==> src/rtl/rr_arbiter4_ctrl.sv <==
// Registered 4-way round-robin arbiter with valid/ready grant hold.
// Optional grant lock across accepts is enabled by defining RR_ARBITER4_CTRL_LOCK_EN.

module macro_rom_incr2 (
   input  logic [1:0] a,
   output logic [1:0] y
);
   assign y = a + 2'd1;
endmodule

module rr_arbiter4_ctrl #(
   parameter logic [1:0] RESET_PTR = 2'd0
) (
   input  logic       clk,
   input  logic       resetn,
   input  logic [3:0] req,
   output logic [3:0] gnt,
   output logic [1:0] gnt_idx,
   output logic       gnt_valid,
   input  logic       gnt_ready,
   input  logic       lock,
   output logic [1:0] ptr
);
   // state | meaning
   // IDLE  | no grant outstanding, searching from r_ptr each cycle
   // GRANT | grant r_gnt_idx held until accepted by the consumer
   typedef enum logic {IDLE = 1'b0, GRANT = 1'b1} state_t;

   state_t     r_state, w_state_nxt;
   logic [1:0] r_gnt_idx, w_gnt_idx_nxt;
   logic       r_gnt_valid, w_gnt_valid_nxt;
   logic [1:0] r_ptr, w_ptr_nxt;

   logic       w_accept;
   logic [1:0] w_idx_inc;
   logic [1:0] w_ord0, w_ord1, w_ord2, w_ord3;
   logic       w_win_found;
   logic [1:0] w_win_idx;
   logic       w_hold_lock;

   assign w_accept = r_gnt_valid & gnt_ready;

   macro_rom_incr2 u_inc_gnt (.a(r_gnt_idx), .y(w_idx_inc));

   // After an accept the search starts just past the accepted index (back-to-back).
   assign w_ord0 = r_gnt_valid ? w_idx_inc : r_ptr;

   macro_rom_incr2 u_inc_ord1 (.a(w_ord0), .y(w_ord1));
   macro_rom_incr2 u_inc_ord2 (.a(w_ord1), .y(w_ord2));
   macro_rom_incr2 u_inc_ord3 (.a(w_ord2), .y(w_ord3));

   always_comb begin
      w_win_found = 1'b1;
      w_win_idx   = 2'd0;
      if (req[w_ord0])      w_win_idx = w_ord0;
      else if (req[w_ord1]) w_win_idx = w_ord1;
      else if (req[w_ord2]) w_win_idx = w_ord2;
      else if (req[w_ord3]) w_win_idx = w_ord3;
      else                  w_win_found = 1'b0;
   end

`ifdef RR_ARBITER4_CTRL_LOCK_EN
   assign w_hold_lock = lock;
`else
   logic w_unused_lock;
   assign w_unused_lock = lock;
   assign w_hold_lock   = 1'b0;
`endif

   always_comb begin
      w_state_nxt     = r_state;
      w_gnt_idx_nxt   = r_gnt_idx;
      w_gnt_valid_nxt = r_gnt_valid;
      w_ptr_nxt       = r_ptr;
      case (r_state)
         IDLE: begin
            if (w_win_found) begin
               w_state_nxt     = GRANT;
               w_gnt_idx_nxt   = w_win_idx;
               w_gnt_valid_nxt = 1'b1;
            end
         end
         GRANT: begin
            if (w_accept && !w_hold_lock) begin
               w_ptr_nxt = w_idx_inc;
               if (w_win_found) begin
                  w_gnt_idx_nxt = w_win_idx;
               end else begin
                  w_state_nxt     = IDLE;
                  w_gnt_idx_nxt   = 2'd0;
                  w_gnt_valid_nxt = 1'b0;
               end
            end
         end
         default: begin
            w_state_nxt     = IDLE;
            w_gnt_idx_nxt   = 2'd0;
            w_gnt_valid_nxt = 1'b0;
         end
      endcase
   end

   always_ff @(posedge clk or negedge resetn) begin
      if (!resetn) begin
         r_state     <= IDLE;
         r_gnt_idx   <= 2'd0;
         r_gnt_valid <= 1'b0;
         r_ptr       <= RESET_PTR;
      end else begin
         r_state     <= w_state_nxt;
         r_gnt_idx   <= w_gnt_idx_nxt;
         r_gnt_valid <= w_gnt_valid_nxt;
         r_ptr       <= w_ptr_nxt;
      end
   end

   // Decoding from registered index/valid keeps gnt one-hot or zero by construction.
   assign gnt       = {4{r_gnt_valid}} & (4'b0001 << r_gnt_idx);
   assign gnt_idx   = r_gnt_idx;
   assign gnt_valid = r_gnt_valid;
   assign ptr       = r_ptr;

endmodule

==> config.mk <==
export PLATFORM = sky130hd
export DESIGN_NAME = rr_arbiter4_ctrl
export DESIGN_NICKNAME = d
export VERILOG_FILES = /design/src/rtl/rr_arbiter4_ctrl.sv
export SDC_FILE = /design/constraint.sdc
export NUM_CORES = 1
export LEC_CHECK = 0
export CORE_AREA = 2 2 39 41
export DETAILED_ROUTE_END_ITERATION = 10
export DIE_AREA = 0 0 41 43
export DONT_BUFFER_PORTS = 1
export PLACE_DENSITY = 0.65
export SLEW_MARGIN = 10
export SYNTH_ARGS = -nofsm -noshare
export SYNTH_HDL_FRONTEND = slang
export SYNTH_HIERARCHICAL = 1
export SYNTH_SLANG_ARGS = --single-unit
==> constraint.sdc <==
create_clock -name clk -period 8.65 [get_ports clk]
set_input_delay 0.865 -clock clk [delete_from_list [all_inputs] [get_ports clk]]
set_output_delay 0.865 -clock clk [all_outputs]
set_load 0.02 [all_outputs]
==> metrics.log, run 1 <==
INFO  metric drive_gt1_frac = 0.143
INFO  metric finalInstanceArea = between 600 and 700 sq um
INFO  metric synthesis.yosys.warnings = 6
INFO  metric num-fill-cells = between 100 and 150
INFO  metric postRouteAntennaNets = 0
INFO  metric syn2layout_area_growth = 4.68%
INFO  metric cap_viol_max_count = 0
INFO  metric cts-buffers-inserted = 3
INFO  metric cts_hold_repair.buffers = 0
INFO  metric drtPass1Iterations = 4
INFO  metric layout_min_cycle_time = 3850 ps
INFO  metric setup.worst_path.class = reg2reg
INFO  metric synth_cells = 82
INFO  metric syn-mean-instance-area = between 8 and 9 sq um
INFO  metric die_w = between 40 and 50 um
INFO  metric routed_wirelength = 1.35 mm
INFO  metric grt_pass1_wl = 2.21 mm
INFO  metric worst-endpoint-arrival = ~4000 ps
INFO  metric antennaDiodeCount = 0
INFO  metric timing.final.crit_share = 0.446
INFO  metric place.gp.congestion = roughly 0.78
INFO  metric worst-path-max-fanout = 14
INFO  metric cts.sink_count = 6
INFO  metric setup_repair_after_global_routing_missed_its_margin = no
INFO  metric synth_cell_types = 29
INFO  metric synth.cell_area = around 670 sq um
INFO  metric grt_start_max_net_pins = 15
INFO  metric clockBufferDepth = 2
INFO  metric timing.clock.skew = 1.48 ps
INFO  metric routed_wire_length_per_instance = between 10 and 15 um
INFO  metric initial_utilization = 0.483
INFO  metric synth_seq_cells = 6
INFO  metric timing.hold.worst.class = in2async
INFO  metric worst_slew_margin_rel = 0.610
INFO  metric floorplan.core_area = 1380 sq um
INFO  metric finalSetupViolations = 0
INFO  metric vias = 620
INFO  metric final-max-slew-violation-count = 0
INFO  metric io_buffers = 0
INFO  metric globalRouteOverflowTotal = 0
INFO  metric synth_nets = 90
INFO  metric worst-endpoint-required = 8800 ps
INFO  metric root_buffer = sky130_fd_sc_hd__clkbuf_4
INFO  metric max_clock_freq = 259 MHz
INFO  metric synth-async-reset-ratio = 1.00
INFO  metric cts_h_tree_depth = 1
INFO  metric grt_util_all_layers = 0.179
INFO  metric synth-main-ff-cell = sky130_fd_sc_hd__dfrtp_1
INFO  metric num-nets-final = 94
INFO  metric synth_edf_count = 0
INFO  metric clk_pin_slew_worst_paths = ~40 ps
INFO  metric synth_largest_type_area_fraction = 0.225
INFO  metric post_cts.repair.setup_buffers = 0
INFO  metric setup-tns-final = 0 ps
INFO  metric synth_seq_area_share = 0.225
INFO  metric yosys-top-cells-count = sky130_fd_sc_hd__inv_1 (11), sky130_fd_sc_hd__nand2_1 (9), sky130_fd_sc_hd__o21ai_0 (7)
INFO  metric die_ht = between 40 and 50 um
INFO  metric place.detailed.hpwl = approximately 1.1 mm
INFO  metric synth_top_cell_by_area = sky130_fd_sc_hd__dfrtp_1
INFO  metric run_status = completed
INFO  metric tritoncts = yes
INFO  metric io_pins = 17
INFO  metric grt_pass1_vias = roughly 560
INFO  metric worst_hold_slack = approximately 330 ps
INFO  metric timing.critical_path.from_type = flop
INFO  metric post_drt_via_cell_ratio = 6.20
INFO  metric first_iter_violations = 20
INFO  metric insertion_delay_of_the_later_clocked_pin_in_the_worst_skew_pair = between 200 and 250 ps
INFO  metric row_count = 14
INFO  metric die-area = 1760 sq um
INFO  metric final_hold_viol_count = 0
INFO  metric post-route-drc-count = 0
INFO  metric cts.repair.resized = 0
INFO  metric ys_top_cells_by_area = sky130_fd_sc_hd__dfrtp_1 (22%), sky130_fd_sc_hd__mux2_2 (8.4%), sky130_fd_sc_hd__mux4_2 (6.7%)
INFO  metric instance_area_at_placement = around 680 sq um
INFO  metric tightest_slew = between 500 and 600 ps
INFO  metric synthMostInstantiatedCell = sky130_fd_sc_hd__inv_1
INFO  metric crit_path_end_kind = flop
INFO  metric antenna_found_initial = 0
[worst paths after layout]
check	start	to	slack [ps]	cells past startpoint
min in group clk	r_state$_DFF_PN0_	r_state$_DFF_PN0_	600	2
max	gnt_valid$_DFFE_PN0P_	gnt_idx[0]$_DFFE_PN0P_	4800	9
min reg2reg	r_state$_DFF_PN0_	r_state$_DFF_PN0_	600	2
max reg2reg	gnt_valid$_DFFE_PN0P_	gnt_idx[0]$_DFFE_PN0P_	4800	9
min	resetn	r_state$_DFF_PN0_	330	0
max in group asynchronous	resetn	gnt_idx[0]$_DFFE_PN0P_	8260	0
[routing by layer]
metal / track usage / vias up / share of wire
met3: 0.0524 / 2 / 0.056
met4: 0.0800 / 0 / 0.013
li1: - / 308 / -
met2: 0.278 / 18 / 0.49
met1: 0.217 / 292 / 0.44
met5: 0 / - / 0
[area by class of cell]
cell class | instances | area, sq um | share of cell area
multi-input combinational | 64 | 465 | 0.665
sequential | 6 | 150 | 0.215
inverter | 11 | 41.3 | 0.0590
clock buffer | 3 | 22.5 | 0.0322
tap | 16 | 20.0 | 0.0286
[logic make-up after synthesis]
| logic type | after synthesis | synth area share |
|---|---|---|
| flip-flops | 6 | 0.225 |
| buffers and inverters | 12 | 0.0787 |
| AND/OR/NAND/NOR | 28 | 0.210 |
| AO/OA/AOI/OAI | 23 | 0.253 |
| XOR/XNOR | 4 | 0.0524 |
| multiplexers | 9 | 0.182 |
[per-stage QoR]
stage	worst slack, ps	util	instances
detailed placement	4780	0.489	97
finish	4800	0.505	100
global placement	4810	0.489	97
CTS	4780	0.505	100
global route	4350	0.505	100
floorplan	5270	-	82
[cells in the final DEF, fill, tap and decap left out, drive strengths merged]
cell type   n
and3        3
a31oi       1
clkbuf      3
and2        1
dfrtp       6
o211ai      1
nand3       2
mux2        5
o22a        1
inv        11
a22oi       1
a222oi      1
o32ai       1
a22o        1
xor2        4
nor2b       2
nand2b      1
o21ai       7
mux4        2
o22ai       4
or3         1
mux2i       2
nand4       2
nor4bb      1
a21oi       3
a2111oi     1
a41oi       1
nor2        6
nand2       9
[state kept, by name, indices dropped and copies added, names as in the netlist]
signal,cells
ptr,2
r_state,1
gnt_idx,2
gnt_valid,1
[worst max-delay path, stage by stage (launching register included)]
cell and delay, ps:
sky130_fd_sc_hd__dfrtp_1 710, sky130_fd_sc_hd__mux2i_1 420, sky130_fd_sc_hd__inv_1 110, sky130_fd_sc_hd__xor2_1 450, sky130_fd_sc_hd__xor2_1 500, sky130_fd_sc_hd__xor2_1 350
sky130_fd_sc_hd__mux2_2 420, sky130_fd_sc_hd__a2111oi_4 420, sky130_fd_sc_hd__a41oi_1 190, sky130_fd_sc_hd__o211ai_1 190
Power of run 1 is not shown: default switching activity piles up to over one toggle a cycle in this logic, so the estimate is an artifact.
==> run 2, diff against run 1 <==
--- a/config.mk
+++ b/config.mk
@@ -9,7 +9,7 @@
 export DETAILED_ROUTE_END_ITERATION = 10
 export DIE_AREA = 0 0 41 43
 export DONT_BUFFER_PORTS = 1
-export PLACE_DENSITY = 0.65
+export PLACE_DENSITY = 0.68
 export SLEW_MARGIN = 10
 export SYNTH_ARGS = -nofsm -noshare
 export SYNTH_HDL_FRONTEND = slang
==> constraint.sdc (replaced) <==
create_clock -name clk -period 3.1 [get_ports clk]
set_input_delay 0.31 -clock clk [delete_from_list [all_inputs] [get_ports clk]]
set_output_delay 0.31 -clock clk [all_outputs]
set_load 0.02 [all_outputs]
==> run 2 against run 1 <==
Via count grew 5.0%; fmax grew 36%; worst hold slack lost 46 ps; cell area grew 16%; register-to-register slack lost 4500 ps; first-iteration DRC count shrank 20%; critical path depth grew 1; cell count grew 10%; setup slack lost 4500 ps; global-route usage grew 0.54 points; largest cell class unchanged.
==> metrics.log, run 2 (same netlist as run 1, synthesis figures left out) <==
INFO  metric run_status = completed (unchanged)
INFO  metric place.gp.congestion = 0.831 (was 0.778)
INFO  metric post_drt_via_cell_ratio = 5.92 (was 6.20)
INFO  metric layout_min_cycle_time = 2830 ps (was 3850 ps)
INFO  metric tightest_slew = 490 ps (was 585 ps)
INFO  metric groute.layer.met2.usage = 0.300 (was 0.278)
INFO  metric first_iter_violations = 16 (was 20)
INFO  metric antennaDiodeCount = 0 (unchanged)
INFO  metric met3_usage = 0.0524 (unchanged)
INFO  metric postRouteAntennaNets = 0 (unchanged)
INFO  metric die_w = 41 um (unchanged)
INFO  metric cap_viol_max_count = 0 (unchanged)
INFO  metric hold_path_end = gnt_valid$_DFFE_PN0P_
INFO  metric grt_pass1_vias = 613 (was 562)
INFO  metric setup.worst_path.class = reg2reg (unchanged)
INFO  metric worst_slew_margin_rel = 0.670 (was 0.610)
INFO  metric global_route.peak_usage_layer = met2 (unchanged)
INFO  metric worst-r2r-cell-count = 10 (was 9)
INFO  metric initial_utilization = 0.483 (unchanged)
INFO  metric drtPass1Iterations = 4 (unchanged)
INFO  metric final-max-slew-violation-count = 0 (unchanged)
INFO  metric antenna_found_initial = 0 (unchanged)
INFO  metric whs_path_depth = 2
INFO  metric timing.final.crit_share = 0.912 (was 0.446)
INFO  metric die_ht = 43 um (unchanged)
INFO  metric syn2layout_area_growth = 21.9% (was 4.68%)
INFO  metric layout_commonest_cell = sky130_fd_sc_hd__inv_1 (unchanged)
INFO  metric clockBufferDepth = 2 (unchanged)
INFO  metric worst-endpoint-required = 3250 ps (was 8800 ps)
INFO  metric floorplan.core_area = 1380 sq um (unchanged)
INFO  metric setup-tns-final = 0 ps (unchanged)
INFO  metric root_buffer = sky130_fd_sc_hd__clkbuf_4 (unchanged)
INFO  metric cts-buffers-inserted = 3 (unchanged)
INFO  metric drive_gt1_frac = 0.266 (was 0.143)
INFO  metric die-area = 1760 sq um (unchanged)
INFO  metric tritoncts = yes (unchanged)
INFO  metric grt_pass1_wl = 2.30 mm (was 2.21 mm)
INFO  metric cts_h_tree_depth = 1 (unchanged)
INFO  metric clk_pin_slew_worst_paths = 50 ps (was 40 ps)
INFO  metric grt_util_all_layers = 0.185 (was 0.179)
INFO  metric post-route-drc-count = 0 (unchanged)
INFO  metric grtUsageMet1 = 0.226 (was 0.217)
INFO  metric reg2reg_to = gnt_idx[0]$_DFFE_PN0P_ (unchanged)
INFO  metric finalSetupViolations = 0 (unchanged)
INFO  metric insertion_delay_of_the_later_clocked_pin_in_the_worst_skew_pair = 240 ps (was 230 ps)
INFO  metric worst-path-max-fanout = 5 (was 14)
INFO  metric reg2reg_setup_slack = 270 ps (was 4800 ps)
INFO  metric setup_repair_after_global_routing_missed_its_margin = no (unchanged)
INFO  metric final_hold_viol_count = 0 (unchanged)
INFO  metric routed_wire_length_per_instance = 13.0 um (was 13.5 um)
INFO  metric commonest_non_fill_non_tap_cells_in_the_layout = sky130_fd_sc_hd__inv_1 (11), sky130_fd_sc_hd__nand2_1 (9), sky130_fd_sc_hd__buf_4 (9) (was sky130_fd_sc_hd__inv_1 (11), sky130_fd_sc_hd__nand2_1 (9), sky130_fd_sc_hd__o21ai_0 (7))
INFO  metric io_buffers = 0 (unchanged)
INFO  metric timing.clock.skew = 4.37 ps (was 1.48 ps)
INFO  metric num-fill-cells = 137 (was 143)
INFO  metric routed_wirelength = 1.44 mm (was 1.35 mm)
INFO  metric max_clock_freq = 354 MHz (was 259 MHz)
INFO  metric num-nets-final = 104 (was 94)
INFO  metric grt_start_max_net_pins = 11 (was 15)
INFO  metric globalRouteOverflowTotal = 0 (unchanged)
INFO  metric cts.sink_count = 6 (unchanged)
INFO  metric row_count = 14 (unchanged)
INFO  metric timing.hold.worst.class = in2reg (was in2async)
INFO  metric min-delay-start = gnt_ready
INFO  metric vias = 651 (was 620)
INFO  metric worst-endpoint-arrival = 2980 ps (was 4000 ps)
INFO  metric crit_path_end_kind = flop (unchanged)
INFO  metric io_pins = 17 (unchanged)
INFO  metric place.detailed.hpwl = 1.13 mm (was 1.09 mm)
INFO  metric r2r-start = gnt_idx[0]$_DFFE_PN0P_ (was gnt_valid$_DFFE_PN0P_)
INFO  metric timing.critical_path.from_type = flop (unchanged)
run 2: changes by cell type in the layout (fill, tap and decap cells not counted), sizes merged:
cell / previous run / this run
buf: 0 / 9
dlygate4sd3: 0 / 1
run 2: worst max-delay path by stage:
stage	slack [ps]	from	endpoint	cells past startpoint
finish	270	gnt_idx[0]$_DFFE_PN0P_	gnt_idx[0]$_DFFE_PN0P_	10
global route	20	gnt_idx[0]$_DFFE_PN0P_	gnt_idx[1]$_DFFE_PN0P_	12
CTS	170	gnt_idx[0]$_DFFE_PN0P_	gnt_idx[0]$_DFFE_PN0P_	10
detailed placement	200	gnt_idx[0]$_DFFE_PN0P_	gnt_idx[0]$_DFFE_PN0P_	10
global placement	190	gnt_idx[0]$_DFFE_PN0P_	gnt_idx[0]$_DFFE_PN0P_	10
floorplan	1	gnt_valid$_DFFE_PN0P_	gnt_valid$_DFFE_PN0P_	10
run 2: per-stage QoR:
step	util	hold slack, ps	setup slack, ps	instance area [sq um]	instances
finish	0.589	280	272	815	110
global route	0.589	287	22.5	815	110
floorplan	-	14.4	1.43	702	82
global placement	0.562	14.6	191	778	106
CTS	0.586	278	168	811	110
detailed placement	0.562	14.5	204	778	106
run 2: timing repair:
item / in CTS / in global routing
endpoints found under the setup margin: 0 / 3
resized for setup: 0 / 1
hold buffers: 1 / 0
buffers inserted: 0 / 0
hold endpoints to repair: 6 / 0
run 2: layer usage:
layer  vias to the layer above  share of wire
li1                        323              -
met5                         -              0
met1                       303           0.43
met4                         0         0.0084
met3                         4          0.061
met2                        21           0.50
run 2: layout make-up:
cell class	count	area (sq um)	area share
Inverter	11	41.3	0.0507
Clock buffer	3	22.5	0.0276
Tap cell	16	20.0	0.0246
Multi-Input combinational cell	64	503	0.618
Sequential cell	6	150	0.184
Timing Repair Buffer	10	77.6	0.0952
run 2: worst max-delay path: stages, from the launching register on:
cell                        delay (ps)
sky130_fd_sc_hd__dfrtp_1           430
sky130_fd_sc_hd__xor2_1            240
sky130_fd_sc_hd__nand2_1           120
sky130_fd_sc_hd__o21ai_2           130
sky130_fd_sc_hd__xor2_4            190
sky130_fd_sc_hd__xor2_2            210
sky130_fd_sc_hd__xor2_2            190
sky130_fd_sc_hd__mux2_2            390
sky130_fd_sc_hd__a2111oi_4         430
sky130_fd_sc_hd__a41oi_1           190
sky130_fd_sc_hd__o211ai_1          220
Power of run 2 is left out for the same reason.
==> run 3, diff against run 2 <==
--- a/config.mk
+++ b/config.mk
@@ -9,7 +9,7 @@
 export DETAILED_ROUTE_END_ITERATION = 10
 export DIE_AREA = 0 0 41 43
 export DONT_BUFFER_PORTS = 1
-export PLACE_DENSITY = 0.68
+export PLACE_DENSITY = 0.65
 export SLEW_MARGIN = 10
 export SYNTH_ARGS = -nofsm -noshare
 export SYNTH_HDL_FRONTEND = slang
==> constraint.sdc (replaced) <==
create_clock -name clk -period 3.3 [get_ports clk]
set_input_delay 0.33 -clock clk [delete_from_list [all_inputs] [get_ports clk]]
set_output_delay 0.33 -clock clk [all_outputs]
set_load 0.02 [all_outputs]
==> run 3 against run 2 <==
First-iteration DRC count is 44% lower; clock-buffer cell count stayed put; via count is 1.1% lower; critical endpoint unchanged; critical path type unchanged; global-route usage is 1.2 points higher; flip-flop and latch count stayed put; highest routed layer unchanged; cell count is 1.8% lower; clock skew hardly changed; die area stayed put; fmax is 4.4% lower.
==> metrics.log, run 3 (same netlist as run 1, synthesis figures left out) <==
INFO  metric worst_hold_slack = 290 ps (was 280 ps)
INFO  metric globalRouteOverflowTotal = 0 (unchanged)
INFO  metric floorplan.core_area = 1380 sq um (unchanged)
INFO  metric hold_path_end = gnt_valid$_DFFE_PN0P_ (unchanged)
INFO  metric final-max-slew-violation-count = 0 (unchanged)
INFO  metric setup_repair_after_global_routing_missed_its_margin = no (unchanged)
INFO  metric place.detailed.hpwl = 1.18 mm (was 1.13 mm)
INFO  metric layout_min_cycle_time = 2960 ps (was 2830 ps)
INFO  metric tritoncts = yes (unchanged)
INFO  metric cts.sink_count = 6 (unchanged)
INFO  metric whs_path_depth = 2 (unchanged)
INFO  metric setup-tns-final = 0 ps (unchanged)
INFO  metric post_drt_via_cell_ratio = 5.96 (was 5.92)
INFO  metric syn2layout_area_growth = 17.0% (was 21.9%)
INFO  metric first_iter_violations = 9 (was 16)
INFO  metric worst_slew_margin_rel = 0.675 (was 0.670)
INFO  metric worst-r2r-cell-count = 10 (unchanged)
INFO  metric final_hold_viol_count = 0 (unchanged)
INFO  metric timing.final.crit_share = 0.896 (was 0.912)
INFO  metric initial_utilization = 0.483 (unchanged)
INFO  metric insertion_delay_of_the_later_clocked_pin_in_the_worst_skew_pair = 250 ps (was 240 ps)
INFO  metric cap_viol_max_count = 0 (unchanged)
INFO  metric r2r-start = gnt_idx[1]$_DFFE_PN0P_ (was gnt_idx[0]$_DFFE_PN0P_)
INFO  metric instance_area_at_placement = 744 sq um (was 778 sq um)
INFO  metric place.gp.congestion = 0.785 (was 0.831)
INFO  metric reg2reg_setup_slack = 340 ps (was 270 ps)
INFO  metric post-route-drc-count = 0 (unchanged)
INFO  metric cts-buffers-inserted = 3 (unchanged)
INFO  metric io_buffers = 0 (unchanged)
INFO  metric tightest_slew = 483 ps (was 490 ps)
INFO  metric antennaDiodeCount = 0 (unchanged)
INFO  metric worst-endpoint-arrival = 3120 ps (was 2980 ps)
INFO  metric worst-path-max-fanout = 5 (unchanged)
INFO  metric die_ht = 43 um (unchanged)
INFO  metric timing.clock.skew = 4.19 ps (was 4.37 ps)
INFO  metric postRouteAntennaNets = 0 (unchanged)
INFO  metric max_clock_freq = 338 MHz (was 354 MHz)
INFO  metric layout_commonest_cell = sky130_fd_sc_hd__inv_1 (unchanged)
INFO  metric reg2reg_to = gnt_idx[0]$_DFFE_PN0P_ (unchanged)
INFO  metric clk_pin_slew_worst_paths = 40 ps (was 50 ps)
INFO  metric worst-endpoint-required = 3460 ps (was 3250 ps)
INFO  metric final.setup.worst_slack = 344 ps (was 272 ps)
INFO  metric num-nets-final = 102 (was 104)
INFO  metric die_w = 41 um (unchanged)
INFO  metric timing.hold.worst.class = in2reg (unchanged)
INFO  metric die-area = 1760 sq um (unchanged)
INFO  metric min-delay-start = gnt_ready (unchanged)
INFO  metric routed_wirelength = 1.48 mm (was 1.44 mm)
INFO  metric routed_wire_length_per_instance = 13.7 um (was 13.0 um)
INFO  metric grt_util_all_layers = 0.196 (was 0.185)
INFO  metric drtPass1Iterations = 4 (unchanged)
INFO  metric cts_h_tree_depth = 1 (unchanged)
INFO  metric crit_path_end_kind = flop (unchanged)
INFO  metric row_count = 14 (unchanged)
INFO  metric io_pins = 17 (unchanged)
INFO  metric grt_pass1_vias = 584 (was 613)
INFO  metric antenna_found_initial = 0 (unchanged)
INFO  metric clockBufferDepth = 2 (unchanged)
INFO  metric commonest_non_fill_non_tap_cells_in_the_layout = sky130_fd_sc_hd__inv_1 (11), sky130_fd_sc_hd__nand2_1 (9), sky130_fd_sc_hd__o21ai_0 (7), sky130_fd_sc_hd__buf_4 (7), sky130_fd_sc_hd__nor2_1 (6) (was sky130_fd_sc_hd__inv_1 (11), sky130_fd_sc_hd__nand2_1 (9), sky130_fd_sc_hd__buf_4 (9))
INFO  metric grt_pass1_wl = 2.37 mm (was 2.30 mm)
INFO  metric finalSetupViolations = 0 (unchanged)
INFO  metric drive_gt1_frac = 0.250 (was 0.266)
INFO  metric finalInstanceArea = 782 sq um (was 815 sq um)
INFO  metric run_status = completed (unchanged)
INFO  metric setup.worst_path.class = reg2reg (unchanged)
INFO  metric timing.critical_path.from_type = flop (unchanged)
INFO  metric place_worst_setup_slack = 315 ps (was 204 ps)
INFO  metric root_buffer = sky130_fd_sc_hd__clkbuf_4 (unchanged)
INFO  metric grt_start_max_net_pins = 14 (was 11)
INFO  metric vias = 644 (was 651)
==> run 3: worst max path at each step <==
stage	start	end	slack [ps]
2_1_floorplan	gnt_valid$_DFFE_PN0P_	gnt_valid$_DFFE_PN0P_	80
3_3_place_gp	gnt_idx[1]$_DFFE_PN0P_	gnt_idx[0]$_DFFE_PN0P_	290
3_5_place_dp	gnt_idx[1]$_DFFE_PN0P_	gnt_idx[0]$_DFFE_PN0P_	320
4_1_cts	gnt_idx[1]$_DFFE_PN0P_	gnt_idx[0]$_DFFE_PN0P_	260
5_1_grt	gnt_idx[1]$_DFFE_PN0P_	gnt_idx[0]$_DFFE_PN0P_	50
6_report	gnt_idx[1]$_DFFE_PN0P_	gnt_idx[0]$_DFFE_PN0P_	340
==> run 3: through the flow <==
stage,instances,utilization
2_1_floorplan,82,-
3_3_place_gp,104,0.538
3_5_place_dp,104,0.538
4_1_cts,108,0.561
5_1_grt,108,0.565
6_report,108,0.565
==> run 3: critical path: stages (launching register included) <==
cell,delay (ps)
sky130_fd_sc_hd__dfrtp_2,470
sky130_fd_sc_hd__xor2_1,250
sky130_fd_sc_hd__nand2_1,100
sky130_fd_sc_hd__o21ai_0,140
sky130_fd_sc_hd__xor2_2,230
sky130_fd_sc_hd__xor2_2,180
sky130_fd_sc_hd__xor2_1,250
sky130_fd_sc_hd__mux2_2,400
sky130_fd_sc_hd__a2111oi_4,430
sky130_fd_sc_hd__a41oi_1,200
sky130_fd_sc_hd__o211ai_1,210
==> run 3: area by class of cell <==
class	instances	area [sq um]
clock buffer	3	22.5
inverter	11	41.3
timing repair buffer	8	62.6
tap	16	20.0
multi-input combinational	64	484
sequential	6	151
fill	126	602
==> run 3: repair_timing <==
| action | in CTS | in global routing |
|---|---|---|
| hold buffers | 1 | 0 |
| setup endpoints to repair | 0 | 2 |
| setup buffers | 0 | 0 |
| gates resized for setup | 0 | 2 |
| endpoints found under the hold margin | 6 | 0 |
==> run 3: metal layers <==
layer  global-route usage  routed length (um)
met1                0.224                 649
met4                0.120                  42
met3               0.0314                  62
met2                0.319                 727
met5                    0                   0
Power of run 3 is left out for the same reason.
